[config.mk]
export PLATFORM = sky130hd
export DESIGN_NAME = vec_gather
export DESIGN_NICKNAME = d
export VERILOG_FILES = /design/src/rtl/vec_gather.sv
export SDC_FILE = /design/constraint.sdc
export NUM_CORES = 1
export LEC_CHECK = 0
export CAP_MARGIN = 0
export CORE_ASPECT_RATIO = 1.4
export CORE_MARGIN = 3
export CORE_UTILIZATION = 55
export CTS_BUF_LIST = sky130_fd_sc_hd__clkbuf_4
export DETAILED_ROUTE_END_ITERATION = 12
export GPL_ROUTABILITY_DRIVEN = 0
export HOLD_SLACK_MARGIN = 0.02
export PLACE_DENSITY = 0.88
export SYNTH_ARGS = -nofsm -noshare
export SYNTH_HDL_FRONTEND = slang
export SYNTH_SLANG_ARGS = --single-unit
[constraint.sdc]
create_clock -name clk -period 8.1 [get_ports clk]
set_clock_uncertainty 0.1 [all_clocks]
set_input_delay 0.81 -clock clk [delete_from_list [all_inputs] [get_ports clk]]
set_output_delay 0.81 -clock clk [all_outputs]
set_load 0.02 [all_outputs]
[src/rtl/vec_gather.sv]
// Strided gather engine: reads up to VEC_BUFFER_LEN words through a 1-cycle
// synchronous memory port and packs them into a flat vector for the VPU.
module vec_gather #(
    parameter int unsigned NUM_SIZE        = 16,
    parameter int unsigned VEC_BUFFER_LEN  = 8,
    parameter int unsigned WORDS_IN_MEMORY = 32,
    parameter int unsigned ADDR_LEN        = $clog2(WORDS_IN_MEMORY),
    parameter int unsigned LEN_W           = $clog2(VEC_BUFFER_LEN) + 1
) (
    input  logic                               clk,
    input  logic                               rst,
    input  logic                               start,
    input  logic [ADDR_LEN-1:0]                base_addr,
    input  logic [ADDR_LEN-1:0]                stride,
    input  logic [LEN_W-1:0]                   length,
    output logic                               busy,
    output logic                               mem_rd_en,
    output logic [ADDR_LEN-1:0]                mem_rd_addr,
    input  logic [NUM_SIZE-1:0]                mem_rd_data,
    output logic [NUM_SIZE*VEC_BUFFER_LEN-1:0] flat_vec_out,
    output logic                               vec_valid
);

    localparam int unsigned IDX_W = $clog2(VEC_BUFFER_LEN);

    typedef enum logic [1:0] {
        S_IDLE,
        S_ISSUE,
        S_DRAIN,
        S_DONE
    } state_t;

    state_t                r_state;
    state_t                w_state_next;
    logic                  w_accept;
    logic [LEN_W-1:0]      w_eff_len;

    logic [LEN_W-1:0]      r_len;
    logic [LEN_W-1:0]      r_issued;
    logic [ADDR_LEN-1:0]   r_stride;
    logic [ADDR_LEN-1:0]   r_next_addr;
    logic                  r_rd_en;
    logic [ADDR_LEN-1:0]   r_rd_addr;
    logic                  r_cap_en;
    logic [IDX_W-1:0]      r_cap_idx;
    logic [NUM_SIZE-1:0]   r_slot [VEC_BUFFER_LEN];
    logic                  r_busy;
    logic                  r_vec_valid;

    // Oversize requests are clamped to the vector length.
    always_comb begin
        w_eff_len = length;
        if (length > LEN_W'(VEC_BUFFER_LEN)) begin
            w_eff_len = LEN_W'(VEC_BUFFER_LEN);
        end
    end

    always_ff @(posedge clk) begin
        if (rst) begin
            r_state <= S_IDLE;
        end else begin
            r_state <= w_state_next;
        end
    end

    // A zero-length request passes through DRAIN so vec_valid keeps the same
    // two-edge tail as a real gather.
    always_comb begin
        w_state_next = r_state;
        w_accept     = 1'b0;
        case (r_state)
            S_IDLE: begin
                if (start) begin
                    w_accept     = 1'b1;
                    w_state_next = (w_eff_len != '0) ? S_ISSUE : S_DRAIN;
                end
            end
            S_ISSUE: begin
                if (r_issued == r_len) begin
                    w_state_next = S_DRAIN;
                end
            end
            S_DRAIN: w_state_next = S_DONE;
            S_DONE:  w_state_next = S_IDLE;
            default: w_state_next = S_IDLE;
        endcase
    end

    // Issue pipeline: the read for element i is presented in the cycle after
    // edge i; r_issued counts reads already presented on the port.
    always_ff @(posedge clk) begin
        if (rst) begin
            r_len       <= '0;
            r_issued    <= '0;
            r_stride    <= '0;
            r_next_addr <= '0;
            r_rd_en     <= 1'b0;
            r_rd_addr   <= '0;
            r_busy      <= 1'b0;
            r_vec_valid <= 1'b0;
        end else begin
            r_busy      <= (w_state_next != S_IDLE);
            r_vec_valid <= (w_state_next == S_DONE);
            if (w_accept) begin
                r_len    <= w_eff_len;
                r_stride <= stride;
                r_rd_en  <= (w_eff_len != '0);
                r_issued <= (w_eff_len != '0) ? LEN_W'(1) : '0;
                if (w_eff_len != '0) begin
                    r_rd_addr   <= base_addr;
                    r_next_addr <= base_addr + stride;
                end
            end else if (r_state == S_ISSUE && r_issued != r_len) begin
                r_rd_en     <= 1'b1;
                r_rd_addr   <= r_next_addr;
                r_next_addr <= r_next_addr + r_stride;
                r_issued    <= r_issued + LEN_W'(1);
            end else begin
                r_rd_en <= 1'b0;
            end
        end
    end

    // Capture: data returns the cycle after a read, so captures trail reads by one.
    always_ff @(posedge clk) begin
        if (rst) begin
            r_cap_en  <= 1'b0;
            r_cap_idx <= '0;
            for (int i = 0; i < int'(VEC_BUFFER_LEN); i++) begin
                r_slot[i] <= '0;
            end
        end else begin
            r_cap_en <= r_rd_en;
            if (w_accept) begin
                r_cap_idx <= '0;
                for (int i = 0; i < int'(VEC_BUFFER_LEN); i++) begin
                    r_slot[i] <= '0;
                end
            end else if (r_cap_en) begin
                r_slot[r_cap_idx] <= mem_rd_data;
                r_cap_idx         <= r_cap_idx + IDX_W'(1);
            end
        end
    end

    for (genvar g = 0; g < int'(VEC_BUFFER_LEN); g++) begin : g_flat
        assign flat_vec_out[g*NUM_SIZE +: NUM_SIZE] = r_slot[g];
    end

    assign busy        = r_busy;
    assign mem_rd_en   = r_rd_en;
    assign mem_rd_addr = r_rd_addr;
    assign vec_valid   = r_vec_valid;

endmodule
# Word level (Yosys, flattened, before mapping)
# Memories as Yosys holds them, arrays and structs flattened.
# Index checks and enable logic that the tools add are counted.
[op_classes]
multipliers = 0
div_mod_pow = 0
addsub = 4
order_cmp = 1
n_eq_ne = 7
n_bitwise = 8
shift = 0
n_reduce_logical = 8
mux = 38
[ops]
columns = ["cell", "count"]
rows = [
  ["$mux W16", 9],
  ["$mux W5", 6],
  ["$reduce_or A16 Y1", 1],
  ["$mux W1", 15],
  ["$mux W4", 3],
  ["$add A5 B5 Y5", 2],
  ["$or A1 B1 Y1", 8],
  ["$pmux W2 S4", 1],
  ["$eq A2 B2 Y1 const B", 3],
  ["$mux W2", 3],
  ["$add A4 B1 Y4 const B", 1],
  ["$eq A4 B4 Y1", 1],
  ["$gt A4 B4 Y1 const B", 1],
  ["$ne A4 B4 Y1", 1],
  ["$reduce_bool A2 Y1", 2],
  ["$reduce_bool A4 Y1", 1],
  ["$add A3 B1 Y3 const B", 1],
  ["$mux W3", 1],
  ["$eq A2 B1 Y1 const B", 1],
  ["$logic_not A2 Y1", 1],
  ["$ne A2 B1 Y1 const B", 1],
  ["$reduce_and A2 Y1", 1],
  ["$reduce_or A2 Y1", 1],
  ["$logic_and A1 B1 Y1", 1],
]
[totals]
out_inout_bits = 136
n_memories = 1
wordCells = 78
latch_bits = 0
register_bits = 32
romBits = 0
mem_bits_rw = 128
[memory_table]
columns = ["name", "words", "width", "read_ports", "rd_clocked_by_memory_dff", "write_ports", "line_no", "rtl"]
rows = [
  ["r_slot", 8, 16, 8, 0, 8, "46", "logic [NUM_SIZE-1:0] r_slot [VEC_BUFFER_LEN];"],
]

# Longest topological paths before layout
# Gate-level depths: netlist of the first run.
[depth]
word_depth = 7
ltp_mapped = 8
ltp_nobuf = 8

# Worst setup path after synthesis of the first run
# No wires, ideal clock.
[synth_timing]
kind = "input port to flip-flop"
from = "in start"
to = "mem r_slot[3][0] (enable)"
path_stages = 4
t_arrival_ns = 2.716
setup_slack_ns = 4.873
setup_time_ns = 0.411
required_ns = 7.589
cell_sequence = "nor3b_2 or3_1 buf_4 o21ai_0"
[synth_rtl]
columns = ["element", "line_no", "rtl"]
rows = [
  ["start: declaration", "12", "input logic start,"],
  ["end: declaration", "46", ""],
]

==> run_results.csv, run 1 <==
group,metric,value,unit
outcome,status,"finished, final reports clean",
clock_tree,cts_num_sinks,160,
critical_path,cp_data_arrival_time,3200,ps
floorplanning,start_util,57.4,%
pwr,p_switching,561,µW
yosys,synth_adder_area_share,2.50,%
pwr,power_frac_seq,52.7,%
yosys,yosysSeqAreaShare,67.9,%
detailed_routing,wl_per_cell,19.8,µm
grt,grt_pass1_wl,24.4,mm
critical_path,slowest_stage,"o21ai_1",
yosys,synth_cell_type_count,45,
yosys,synthFlopType,"edfxtp_1",
place,placed_cell_area,0.00843,mm²
place,hpwl,11.6,mm
critical_path,crit_family,"buffers and inverters",
pwr,p_comb_share,22.7,%
run,maxCapViolations,0,
detailed_routing,drt_iter0_drc,260,
yosys,async_reset_ff_share,0,%
place,pre_cts_ws,4330,ps
pwr,powerDensity,223,mW/mm²
detailed_routing,drtAntennaViolNets,0,
critical_path,crit_path_start_kind,"primary input",
grt,grt_max_degree,30,
min_path,holdCritPathClass,"flip-flop to flip-flop",
cells_and_area,nets,705,
detailed_routing,wirelength,16.1,mm
timing,hold_slack,372,ps
timing,setup_tns,0,ps
critical_path,crit_buf_inv,3,
place,dp.cells,784,
detailed_routing,vias,4446,
floorplanning,die_x,98.6,µm
yosys,synth_compound_area_share,5.15,%
pwr,internal-power,1.39,mW
clock_tree,cts_buffers,17,
timing,rsz0062_at_grt,"false",
clock_tree,hold_buffers,0,
cells_and_area,fin_util,75.8,%
detailed_routing,firstDrtPassIters,5,
yosys,synth_xor_area_share,2.31,%
timing,slew_headroom,38.7,%
cells_and_area,area_delta_synth_final,32.1,%
clock_tree,cts_tree,"done",
yosys,synth_simple_gate_area_share,19.7,%
yosys,synth-edff-count,128,
yosys,ys_warn_count,0,
grt,antenna_found_initial,0,
critical_path,end_kind,"flip-flop",
critical_path,critical_path_required,8260,ps
grt,grt.total_usage,24.5,%
place,io_buffer_count,168,
cells_and_area,drive_gt1_share,9.52,%
grt,grt_overflow,0,
yosys,synth_top_family_by_area,"simple AND/OR/NAND/NOR gates",
yosys,ys_ff_latch,160,
timing,max_slew.worst_pin.slew,914,ps
critical_path,crit_chain,"clkdlybuf4s50_1, nor3b_2, buf_4, or3_1, o21ai_1, buf_6",
timing,fin_ws,5060,ps
critical_path,cp_max_fo,24,
floorplanning,core-area,0.0115,mm²
critical_path,worst_path_largest_cell_delay,740,ps
timing,timing.final.crit_share,37.6,%
pwr,ir_worst_vdd,0.122,mV
cells_and_area,n_antenna_cell,0,
timing,final.min_clock_period,3040,ps
detailed_routing,drc,0,
timing,drv_slew,0,
timing,hold_viol,0,
clock_tree,cts_resized,0,
cells_and_area,fin_area,0.00873,mm²
clock_tree,cts.clk_slew.worst_paths,120,ps
cells_and_area,stdcell_count,816,
floorplanning,die_h,136,µm
clock_tree,root_buffer,"clkbuf_4",
grt,grt_pass1_vias,4451,
floorplanning,die_area,0.0134,mm²
pwr,p_sw_share,28.8,%
clock_tree,max-clock-path-buffers,2,
floorplanning,rows,46,
timing,fmax,329,MHz
detailed_routing,vias_per_cell,5.45,
pwr,p_leak,3.26,nW
clock_tree,worstSkewPairLatency,540,ps
critical_path,path_class,"primary input to flip-flop",
yosys,syn_area,0.00661,mm²
clock_tree,post_cts.repair.setup_buffers,0,
pwr,clkPwrFrac,24.7,%
clock_tree,htreeDepth,4,
yosys,syn-num-nets,527,
yosys,syn_inst,482,
pwr,total_power,1.95,mW
floorplanning,num_io_pins,169,
yosys,syn-mean-instance-area,13.7,µm²
yosys,muxShareOfSynthArea,0.454,%
timing,setup_violations,0,
[final cells by class]
type                       instances  area [µm²]
tap                              144         180
clock buffer                      19         143
inverter                           6        22.5
multi-input combinational        297        2000
sequential                       160        4480
timing repair buffer             178        1760
fill                             680        2780
clock inverter                    12         141
[cells in the final DEF (no fill, tap or decap), types with 7 or more instances in the layout]
master,count
nor2_1,29
xor2_1,7
nand2b_1,10
edfxtp_1,128
clkdlybuf4s50_1,168
nand2_1,39
dfxtp_1,32
ha_1,10
a21oi_1,15
buf_4,9
clkbuf_4,19
and2_1,128
a311oi_2,7
[power groups by stage]
stage | sequential [mW] | combinational, mW | clock [mW]
2_1_floorplan | 1.13 | 0.144 | 0
3_3_place_gp | 1.04 | 0.431 | 0
3_5_place_dp | 1.05 | 0.443 | 0
4_1_cts | 1.03 | 0.445 | 0.480
5_1_grt | 1.04 | 0.469 | 0.513
6_report | 1.03 | 0.442 | 0.481
[state kept, by name, indices dropped and copies added (netlist names)]
name / cells
r_slot: 128
mem_rd_addr: 5
r_next_addr: 5
r_stride: 5
r_issued: 4
r_len: 4
r_cap_idx: 3
r_state: 2
busy: 1
mem_rd_en: 1
r_cap_en: 1
vec_valid: 1
[cell usage after synthesis, types with 4 or more instances]
| master | n | area share (%) |
|---|---|---|
| dfxtp_1 | 32 | 9.7 |
| nor2_4 | 4 | 0.68 |
| a311oi_2 | 7 | 1.6 |
| nor2_1 | 29 | 1.6 |
| inv_1 | 6 | 0.34 |
| nand2b_1 | 10 | 0.95 |
| nand2_1 | 39 | 2.2 |
| buf_2 | 6 | 0.45 |
| clkbuf_1 | 9 | 0.51 |
| xor2_1 | 7 | 0.93 |
| edfxtp_1 | 128 | 58 |
| xnor2_2 | 4 | 0.98 |
| o21ai_0 | 6 | 0.45 |
| and2_1 | 128 | 12 |
| a21oi_1 | 15 | 1.1 |
| ha_1 | 10 | 1.9 |
[cells by family (layout without fill, tap and decap cells)]
kind of cell,Yosys count,in the layout
AOI/OAI and AO/OA,41,41
xor gates and xnor gates,14,14
adders and majority gates,12,12
buffers and inverters,25,215
DFF,160,160
muxes,3,3
and+or+nand+nor,227,227
[layer usage]
layer	routed length [µm]	share of wire [%]	GRT usage, %
met3	1350	8.4	5.87
met1	5450	34	26.2
met2	8970	56	46.1
met5	0	0	0
met4	360	2.2	9.49
[worst min-delay path: cells and delay by family, from the launching register on]
kind	cells	cell delay (ps)
flip-flops	1	340
AND/OR/NAND/NOR	1	50
AO/OA/AOI/OAI	1	50
[worst paths after layout]
kind	from	end	slack (ps)	cells after the start
setup / recovery	start	r_slot[1][12]$_SDFFCE_PN0P_	5060	6
hold reg to reg	r_stride[0]$_SDFFE_PP0P_	r_stride[0]$_SDFFE_PP0P_	370	2
hold / removal	r_stride[0]$_SDFFE_PP0P_	r_stride[0]$_SDFFE_PP0P_	370	2
setup reg to reg	r_state[1]$_SDFF_PP0_	r_slot[1][12]$_SDFFCE_PN0P_	5410	5
Power figures use the tool's default switching activity.
==> inputs of run 2 (changes only) <==
--- a/config.mk
+++ b/config.mk
@@ -8,12 +8,12 @@
 export CAP_MARGIN = 0
 export CORE_ASPECT_RATIO = 1.4
 export CORE_MARGIN = 3
-export CORE_UTILIZATION = 55
+export CORE_UTILIZATION = 51
 export CTS_BUF_LIST = sky130_fd_sc_hd__clkbuf_4
 export DETAILED_ROUTE_END_ITERATION = 12
 export GPL_ROUTABILITY_DRIVEN = 0
 export HOLD_SLACK_MARGIN = 0.02
-export PLACE_DENSITY = 0.88
+export PLACE_DENSITY = 0.83
 export SYNTH_ARGS = -nofsm -noshare
 export SYNTH_HDL_FRONTEND = slang
 export SYNTH_SLANG_ARGS = --single-unit
==> constraint.sdc (replaced) <==
create_clock -name clk -period 2.9 [get_ports clk]
set_clock_uncertainty 0.1 [all_clocks]
set_input_delay 0.29 -clock clk [delete_from_list [all_inputs] [get_ports clk]]
set_output_delay 0.29 -clock clk [all_outputs]
set_load 0.02 [all_outputs]
==> run_results.csv, run 2 (same netlist as run 1, synthesis figures left out) <==
group,metric,value,unit
outcome,status,"finished, final reports clean",
floorplanning,num_io_pins,169,
floorplanning,start_util,52.9,%
clock_tree,cts.clk_slew.worst_paths,140,ps
pwr,ir_worst_vdd,0.379,mV
timing,setup_tns,0,ps
cells_and_area,regMostFlops,"r_slot",
detailed_routing,wirelength,15.4,mm
run,maxCapViolations,0,
min_path,holdCritPathClass,"primary input to flip-flop",
timing,fin_ws,591,ps
floorplanning,core-area,0.0125,mm²
critical_path,end_kind,"flip-flop",
grt,grt_pass1_vias,4383,
timing,drv_slew,0,
clock_tree,htreeDepth,4,
clock_tree,hold_buffers,0,
grt,grt.total_usage,22.0,%
pwr,p_leak,3.27,nW
floorplanning,die_h,141,µm
clock_tree,max-clock-path-buffers,2,
detailed_routing,drtAntennaViolNets,0,
timing,max_slew.worst_pin.slew,1270,ps
cells_and_area,final_cell_mix,"168 x clkdlybuf4s50_1, 128 x and2_1, 128 x edfxtp_1",
cells_and_area,area_delta_synth_final,32.6,%
clock_tree,cts_buffers,17,
timing,fmax,433,MHz
place,hpwl,11.3,mm
floorplanning,die_x,102,µm
clock_tree,worstSkewPairLatency,540,ps
pwr,clkPwrFrac,24.8,%
critical_path,crit_path_start_kind,"flip-flop",
clock_tree,post_cts.repair.setup_buffers,0,
place,pre_cts_ws,334,ps
cells_and_area,mostFrequentLayoutCell,"clkdlybuf4s50_1",
detailed_routing,firstDrtPassIters,5,
critical_path,cp_data_arrival_time,2480,ps
place,dp.cells,792,
clock_tree,cts_num_sinks,160,
critical_path,path_class,"flip-flop to flip-flop",
detailed_routing,wl_per_cell,18.6,µm
critical_path,worst_path_largest_cell_delay,1020,ps
clock_tree,cts_resized,0,
cells_and_area,fillers,860,
timing,slew_headroom,14.6,%
pwr,internal-power,3.82,mW
cells_and_area,drive_gt1_share,10.1,%
timing,hold_viol,0,
timing,timing.final.crit_share,79.6,%
floorplanning,rows,48,
detailed_routing,drc,0,
critical_path,critical_path_required,3080,ps
clock_tree,root_buffer,"clkbuf_4",
cells_and_area,largest_reg_flops,128,
timing,rsz0062_at_grt,"false",
cells_and_area,stdcell_count,824,
place,io_buffer_count,168,
grt,grt_max_degree,28,
critical_path,slowest_stage,"o31ai_2",
pwr,p_sw_share,29.9,%
grt,grt_pass1_wl,23.7,mm
grt,grt_overflow,0,
grt,antenna_found_initial,0,
timing,setup_violations,0,
pwr,powerDensity,621,mW/mm²
timing,hold_slack,214,ps
cells_and_area,n_antenna_cell,0,
clock_tree,cts_tree,"done",
cells_and_area,nets,706,
timing,final.min_clock_period,2310,ps
floorplanning,die_area,0.0144,mm²
pwr,p_switching,1.63,mW
pwr,p_comb_share,22.5,%
detailed_routing,vias_per_cell,5.24,
pwr,total_power,5.44,mW
critical_path,crit_chain,"nand2_1, o31ai_2, buf_4",
detailed_routing,vias,4314,
critical_path,cp_max_fo,12,
detailed_routing,drt_iter0_drc,174,
pwr,power_frac_seq,52.7,%
[run 2: path summary, 6_finish.rpt]
| kind | startpoint | to | slack (ps) | cells past startpoint |
|---|---|---|---|---|
| hold / removal | stride[0] | r_stride[0]$_SDFFE_PP0P_ | 210 | 3 |
| hold reg to reg | r_stride[2]$_SDFFE_PP0P_ | r_stride[2]$_SDFFE_PP0P_ | 380 | 2 |
| setup / recovery | r_cap_en$_SDFF_PP0_ | r_slot[4][6]$_SDFFCE_PN0P_ | 590 | 3 |
| setup reg to reg | r_cap_en$_SDFF_PP0_ | r_slot[4][6]$_SDFFCE_PN0P_ | 590 | 3 |
[run 2: cell type report]
cell class | count | area, µm² | area share (%)
clock buffers | 17 | 128 | 1.46
clock inverters | 15 | 170 | 1.94
multi-input cells | 297 | 2010 | 22.9
inverters | 6 | 22.5 | 0.257
flip-flops and latches | 160 | 4480 | 51.2
repair buffers | 179 | 1760 | 20.1
well taps | 150 | 188 | 2.14
[run 2: power groups by stage]
stage	registers (mW)	logic, mW	clock network (mW)
2_1_floorplan	3.16	0.404	0
3_3_place_gp	2.91	1.20	0
3_5_place_dp	2.92	1.23	0
4_1_cts	2.87	1.24	1.37
5_1_grt	2.89	1.31	1.47
6_report	2.87	1.23	1.35
[run 2: critical path, delay by kind of cell, from the launching register on]
family                 cells  cell delay [ps]
and+or+nand+nor            1              160
buffers and inverters      1              300
DFF                        1              470
AOI/OAI and AO/OA          1             1020
[run 2: routing by layer]
metal  GRT usage (%)  vias up  share of wire [%]
met2            40.4      209                 54
met3            5.54       15                7.9
met1            24.8     2060                 37
met5               0        -                  0
met4            6.01        0                1.2
li1                -     2030                  -
[run 2: through the flow]
step                      instance area (µm²)  util (%)
after floorplan                          6610         -
after global placement                   8460      67.7
after detailed placement                 8460      67.7
after CTS                                8750      70.1
after global routing                     8760      70.1
final                                    8760      70.1
